===== config.mk =====
export PLATFORM = sky130hd
export DESIGN_NAME = eje7_secded_dec
export DESIGN_NICKNAME = d
export VERILOG_FILES = /design/src/rtl/eje7_secded_dec.sv
export SDC_FILE = /design/constraint.sdc
export NUM_CORES = 1
export LEC_CHECK = 0
export ABC_CLOCK_PERIOD_IN_PS = 2900
export CORE_MARGIN = 4
export CORE_UTILIZATION = 55
export DETAILED_ROUTE_END_ITERATION = 16
export GPL_TIMING_DRIVEN = 0
export HOLD_SLACK_MARGIN = 0.15
export PLACE_DENSITY_LB_ADDON = 0.3
export SYNTH_ARGS = -nofsm -noshare
export SYNTH_HDL_FRONTEND = slang
export SYNTH_SLANG_ARGS = --single-unit

===== constraint.sdc =====
create_clock -name clk -period 2.9 [get_ports clk]
set_input_delay 0.58 -clock clk [delete_from_list [all_inputs] [get_ports clk]]
set_output_delay 0.58 -clock clk [all_outputs]
set_load 0.05 [all_outputs]

===== src/rtl/eje7_secded_dec.sv =====
// Pipelined Hamming SECDED decoder with even overall parity, optional correction
// bypass, valid/ready handshake and saturating single/double error counters.
module eje7_secded_dec #(
    parameter  int DATA_W = 8,
    parameter  int CNT_W  = 16,
    localparam int R      = (DATA_W <= 4)  ? 3 :
                            (DATA_W <= 11) ? 4 :
                            (DATA_W <= 26) ? 5 :
                            (DATA_W <= 57) ? 6 : 7,
    localparam int CW     = DATA_W + R + 1
) (
    input  logic              clk,
    input  logic              rst_n,
    input  logic              in_valid,
    output logic              in_ready,
    input  logic [CW-1:0]     in_code,
    input  logic              corr_en,
    output logic              out_valid,
    input  logic              out_ready,
    output logic [DATA_W-1:0] out_data,
    output logic              out_sgl,
    output logic              out_dbl,
    output logic [R-1:0]      out_syn,
    input  logic              clr_cnt,
    output logic [CNT_W-1:0]  cnt_sgl,
    output logic [CNT_W-1:0]  cnt_dbl
);

    localparam logic [CNT_W-1:0] CNT_MAX = '1;
    localparam logic [R-1:0]     LAST_POS = R'(CW - 1);

    // Hamming position (1-based) holding data bit j: the j-th non-power-of-two from 3 up.
    function automatic int data_pos(input int j);
        int n;
        int p;
        n = 0;
        p = 0;
        for (int q = 3; q < CW; q++) begin
            if ((q & (q - 1)) != 0) begin
                if (n == j) p = q;
                n++;
            end
        end
        return p;
    endfunction

    logic              s1_valid;
    logic [DATA_W-1:0] s1_data;
    logic              s1_corr;
    logic [R-1:0]      s1_syn;
    logic              s1_g;

    logic adv1, adv2;
    logic out_xfer;

    assign adv2     = ~out_valid | out_ready;
    assign adv1     = ~s1_valid | adv2;
    assign in_ready = adv1;
    assign out_xfer = out_valid & out_ready;

    logic [R-1:0]      syn_c;
    logic              g_c;
    logic [DATA_W-1:0] raw_c;
    logic [DATA_W-1:0] data_c;
    logic              sgl_c;
    logic              dbl_c;

    // NOTE: every always_comb output gets a default before any conditional update, so no latch can be inferred.
    always_comb begin
        syn_c = '0;
        for (int i = 0; i < CW - 1; i++) begin
            if (in_code[i]) syn_c = syn_c ^ R'(i + 1);
        end
        g_c = ^in_code;
    end

    for (genvar j = 0; j < DATA_W; j++) begin : g_data
        localparam int P = data_pos(j);
        assign raw_c[j]  = in_code[P-1];
        // Only the data bit sitting at the syndrome position is flipped; parity flips touch no data.
        assign data_c[j] = s1_data[j] ^ (s1_corr & s1_g & (s1_syn == R'(P)));
    end

    always_comb begin
        sgl_c = s1_g & (s1_syn <= LAST_POS);
        dbl_c = (s1_g & (s1_syn > LAST_POS)) | (~s1_g & (s1_syn != '0));
    end

    // NOTE: sequential state uses non-blocking assignments so every register samples pre-edge values.
    always_ff @(posedge clk or negedge rst_n) begin
        if (!rst_n) begin
            s1_valid <= 1'b0;
            s1_data  <= '0;
            s1_corr  <= 1'b0;
            s1_syn   <= '0;
            s1_g     <= 1'b0;
        end else if (adv1) begin
            s1_valid <= in_valid;
            if (in_valid) begin
                s1_data <= raw_c;
                s1_corr <= corr_en;
                s1_syn  <= syn_c;
                s1_g    <= g_c;
            end
        end
    end

    always_ff @(posedge clk or negedge rst_n) begin
        if (!rst_n) begin
            out_valid <= 1'b0;
            out_data  <= '0;
            out_sgl   <= 1'b0;
            out_dbl   <= 1'b0;
            out_syn   <= '0;
        end else if (adv2) begin
            out_valid <= s1_valid;
            if (s1_valid) begin
                out_data <= data_c;
                out_sgl  <= sgl_c;
                out_dbl  <= dbl_c;
                out_syn  <= s1_syn;
            end
        end
    end

    // Clear wins over a same-cycle increment.
    always_ff @(posedge clk or negedge rst_n) begin
        if (!rst_n) begin
            cnt_sgl <= '0;
            cnt_dbl <= '0;
        end else if (clr_cnt) begin
            cnt_sgl <= '0;
            cnt_dbl <= '0;
        end else begin
            if (out_xfer && out_sgl && cnt_sgl != CNT_MAX) cnt_sgl <= cnt_sgl + 1'b1;
            if (out_xfer && out_dbl && cnt_dbl != CNT_MAX) cnt_dbl <= cnt_dbl + 1'b1;
        end
    end

endmodule


Word level (Yosys, flattened, before mapping)
Cells that the tools add are included.
{"block": "word_totals", "ff_bits": 62, "input_bits": 19, "out_inout_bits": 48, "elab_cells": 90}
{"block": "op_classes", "add_sub_neg": 2, "order_cmp": 2, "eq_ne": 10, "mux": 16, "bitwise": 38, "reduce_logical": 10}
{"operator": "16-bit two-way mux", "count": 4}
{"operator": "16-bit by 1-bit adder with 16-bit output (second input constant)", "count": 2}
{"operator": "16-bit inequality test (second input constant)", "count": 2}
{"operator": "4-bit two-way mux", "count": 5}
{"operator": "4-bit == test (second input constant)", "count": 4}
{"operator": "1-bit AND", "count": 13}
{"operator": "13-bit XOR reduction", "count": 1}
{"operator": "4-bit by 3-bit == test with 1-bit output (second input constant)", "count": 3}
{"operator": "3-bit two-way mux", "count": 4}
{"operator": "2-bit NOT", "count": 6}
{"operator": "1-bit XOR", "count": 8}
{"operator": "3-bit NOT", "count": 2}
{"operator": "4-bit by 2-bit == test with 1-bit output (second input constant)", "count": 1}
{"operator": "4-bit > comparator (second input constant)", "count": 1}
{"operator": "4-bit <= comparator (second input constant)", "count": 1}
{"operator": "1-bit logical AND", "count": 4}
{"operator": "2-bit two-way mux", "count": 2}
{"operator": "2-bit AND reduction", "count": 2}
{"operator": "2-bit nonzero test", "count": 2}
{"operator": "4-bit nonzero test", "count": 1}
{"operator": "1-bit NOT", "count": 3}
{"operator": "1-bit NOT (first input constant)", "count": 3}
{"operator": "1-bit bitwise OR", "count": 3}
{"operator": "1-bit two-way mux", "count": 1}

Depth between registers and ports, before layout
{"block": "logic_depth", "word_depth": 20, "ltp_mapped": 7, "mapped_depth_nobuf": 6}

Worst setup path before layout
No wires, ideal clock.
{"block": "synth_timing", "kind": "register to register", "startpoint": "register out_valid", "endpoint": "register s1_data[5]", "setup_time_ns": 0.125, "arrival_time_ns": 2.358, "t_required_ns": 2.775, "path_slack_ns": 0.417, "stages_incl_launch_ff": 5, "path_buffers": 1, "synth_period_minus_slack_ns": 2.483, "cell_sequence": "dfrtp_1 nand3b_1 nand2_1 clkbuf_1 mux2_2"}
{"block": "synth_via", "elab_chain_len": 4}
{"element": "start, declared", "line": "18", "text": "output logic out_valid,"}
{"element": "start signal, assigned", "line": "116", "text": "out_valid <= s1_valid;"}
{"element": "1-bit NOT", "line": "56", "text": "assign adv2 = ~out_valid | out_ready;"}
{"element": "1-bit bitwise OR", "line": "56"}
{"element": "1-bit bitwise OR", "line": "57", "text": "assign adv1 = ~s1_valid | adv2;"}
{"element": "named net in_ready", "line": "15", "text": "output logic in_ready,"}
{"element": "2-bit AND reduction (no source line)"}
{"element": "end signal, assigned", "line": "100", "text": "s1_data <= raw_c;"}
{"element": "end, declared", "line": "48", "text": "logic [DATA_W-1:0] s1_data;"}
The timed path passes the listed nets, and every way through them passes these cells.
A chain may end at the register's enable or synchronous reset.

Worst setup path in the final report
{"block": "layout_timing", "startpoint": "input out_ready", "endpoint": "output in_ready"}
{"block": "layout_via", "elab_chain_len": 2}
{"element": "start, declared", "line": "19", "text": "input logic out_ready,"}
{"element": "1-bit bitwise OR", "line": "56"}
{"element": "1-bit bitwise OR", "line": "57"}
{"element": "end, declared", "line": "15"}
Every way passes these cells.

==> results.toml <==
[yosys]
yosys.area_share.simple_pct = 20.5
synth-seq-cells = 62
syn_area_sq_um = 3140
synth_cells = 319
synth.yosys.seq_area_share_pct = 49.3
synth_area_leaders = "dfrtp_1, xnor2_1, xor2_1"
synthDistinctLibCells = 38
yosysTopAreaCellShare_pct = 49.3
synth_compound_area_share_pct = 7.76
synth_xor_area_share_pct = 15.5
synth_top_family_by_area = "simple AND/OR/NAND/NOR gates"
synth-adder-area-share_pct = 0.796
synth.largest_area_cell = "dfrtp_1"
synth_area_per_cell_sq_um = 9.86
synth_mux_area_share_pct = 4.22
yosysWarnings = 0
syn_nets = 340

[routing]
routed-wl-met2_mm = 3.56
drc_errors = 0
vias = 2604
detail-route-antenna-nets = 0
totalWireLength_mm = 6.97
wl_per_cell_um = 14.7
highest_layer = "met4"
dr.first_iter.drc_count = 146
drt-pass1-iter-count = 4
wl_met3_um = 468
m1WireLength_mm = 2.83
vias_per_cell = 5.49

[placement]
gp_congestion = 0.871
io_buffers = 66
placedCellCount = 458
dpl.hpwl_mm = 5.16

[worst_setup_path]
cp-start-kind = "primary input"
crit_required_ns = 2.32
worstPathArrival_ns = 2.21
endpoint_kind = "output pin"
slowest_stage = "clkdlybuf4s50_1"
critPathMostFrequentCell = "clkdlybuf4s50_1"
cp_max_fo = 7
cp_slowest_stage_delay_ns = 0.84
criticalPathCategory = "primary input to output pin"
crit_chain = "clkdlybuf4s50_1 -> nand3b_1 -> clkdlybuf4s50_1"

[grt]
overflow = 0
grt_pass1_wl_mm = 12.2
track_usage_pct = 21.7
antenna_found_initial = 0
grt_max_degree = 33
grt_pass1_vias = 2594

[cts]
path_clk_slew_ns = 0.07
cts_setup_buffers = 0
cts-root-buf = "clkbuf_8"
clock_latency_ns = 0.34
hold_buffers = 0
numClockSinks = 62
numCtsBuffers = 9
clockBufferDepth = 2
cts_tree = "yes"
post_cts_resize_count = 0
htreeDepth = 3

[sta]
skew_ns = 0.00840
fin_tns_setup_ns = 0
relSlewSlack_pct = 51.2
grt_setup_unrepaired = "no"
tightestPinTransition_ns = 0.732
min_period_ns = 2.79
finalSetupViolations = 0
slew_viol_final = 0
final_hold_viol_count = 0
fin_hold_ws_ns = 0.290
period_share_pct = 96.3
clock.fmax_ghz = 0.358

[floorplanning]
row_count = 27
die_w_um = 83.6
core_area_sq_um = 5540
die_y_um = 83.6
start_util_pct = 56.8
die_area_sq_um = 6990
ios = 67

[final_layout]
areaGrowthSynthToFinish_pct = 30.6
drive_gt1_share_pct = 7.96
final_cell_mix = "clkdlybuf4s50_1, dfrtp_1, nor2_1, nand2_1, xnor2_1"
filler_cell_count = 433
post-route-util_pct = 74.1
final_cells = 474
nets = 418
final_common_cell = "clkdlybuf4s50_1"
num_antenna_cells = 0

[power_and_ir_drop]
power_mw = 2.56
powerDensity_nw_per_um2 = 623
p_leak_nw = 1.65
worst_ir_drop_vdd_mv = 0.441

[worst_hold_path]
hold_class = "primary input to asynchronous set/reset pin"

[run]
drv_cap = 0

[outcome]
status = "complete, no violations"
[where the power goes]
group	internal [mW]	switching [mW]
Clock	0.397	0.356
Sequential	0.972	0.104
Combinational	0.273	0.457
Total	1.64	0.916
[final cells by class]
cell class	count	area (sq um)	area share, %
Sequential cell	62	1550	37.8
Multi-Input combinational cell	243	1530	37.3
Timing Repair Buffer	67	676	16.4
Clock buffer	9	124	3.02
Tap cell	72	90.1	2.19
Clock inverter	7	73.8	1.80
Buffer	10	45.0	1.10
Inverter	4	15.0	0.366
[final timing paths]
kind / slack (ns) / startpoint / endpoint / cells past startpoint
worst min-delay path: 0.29 / rst_n / cnt_sgl[10]$_DFFE_PN0P_ / 1
worst min register to register: 0.48 / out_syn[1]$_DFFE_PN0P_ / out_syn[1]$_DFFE_PN0P_ / 2
worst max register to register: 0.86 / cnt_sgl[0]$_DFFE_PN0P_ / cnt_sgl[5]$_DFFE_PN0P_ / 7
min in group clk: 0.48 / out_syn[1]$_DFFE_PN0P_ / out_syn[1]$_DFFE_PN0P_ / 2
max in group asynchronous: 1.99 / rst_n / s1_syn[0]$_DFFE_PN0P_ / 2
worst max-delay path: 0.11 / out_ready / in_ready / 3
[routing by layer]
layer | vias up | global-route usage, %
met2 | 91 | 37.3
met5 | - | 0
met4 | 0 | 7.60
met3 | 8 | 6.91
met1 | 1250 | 25.4
li1 | 1255 | -
[registers in the layout, indices dropped and copies added (netlist names)]
name       count
cnt_dbl       16
cnt_sgl       16
out_data       8
s1_data        8
out_syn        4
s1_syn         4
out_dbl        1
out_sgl        1
out_valid      1
s1_corr        1
s1_g           1
s1_valid       1
[cell families (layout without fill, tap and decap cells)]
family          Yosys count  after routing
compound gates           39             39
xor+xnor                 54             54
fa+ha+maj                 2              2
buf+inv                  14             97
flops                    62             62
mux                      12             12
simple gates            136            136
[cell usage after synthesis (all sizes together)]
master and number:
dfrtp 62, nor2 43, nand2 40, xnor2 31, xor2 22, o21ai 21
nand3 14, mux2 10, clkbuf 8, nand4 8, and3 6, nand2b 5
a211oi 4, a21oi 4, inv 4, nor3 4, nor4 4, o2111ai 4
o211ai 3, and2 2, buf 2, ha 2, mux2i 2, nand3b 2
nand4b 2, or3 2, or4 2, a2111oi 1, a311o 1, and4 1
nor4b 1, o31ai 1, xnor3 1
[worst max-delay path, delay by kind of cell]
kind	cells	cell delay (ns)
and+or+nand+nor	1	0.23
buffers and inverters	2	1.41
[through the flow]
step | area [sq um] | worst slack, ns
4_1_cts | 4110 | 0.103
2_1_floorplan | 3140 | 0.417
3_5_place_dp | 3910 | 0.125
3_3_place_gp | 3890 | -0.690
5_1_grt | 4110 | 0.0322
6_report | 4110 | 0.106
Power figures use the tool's default switching activity.
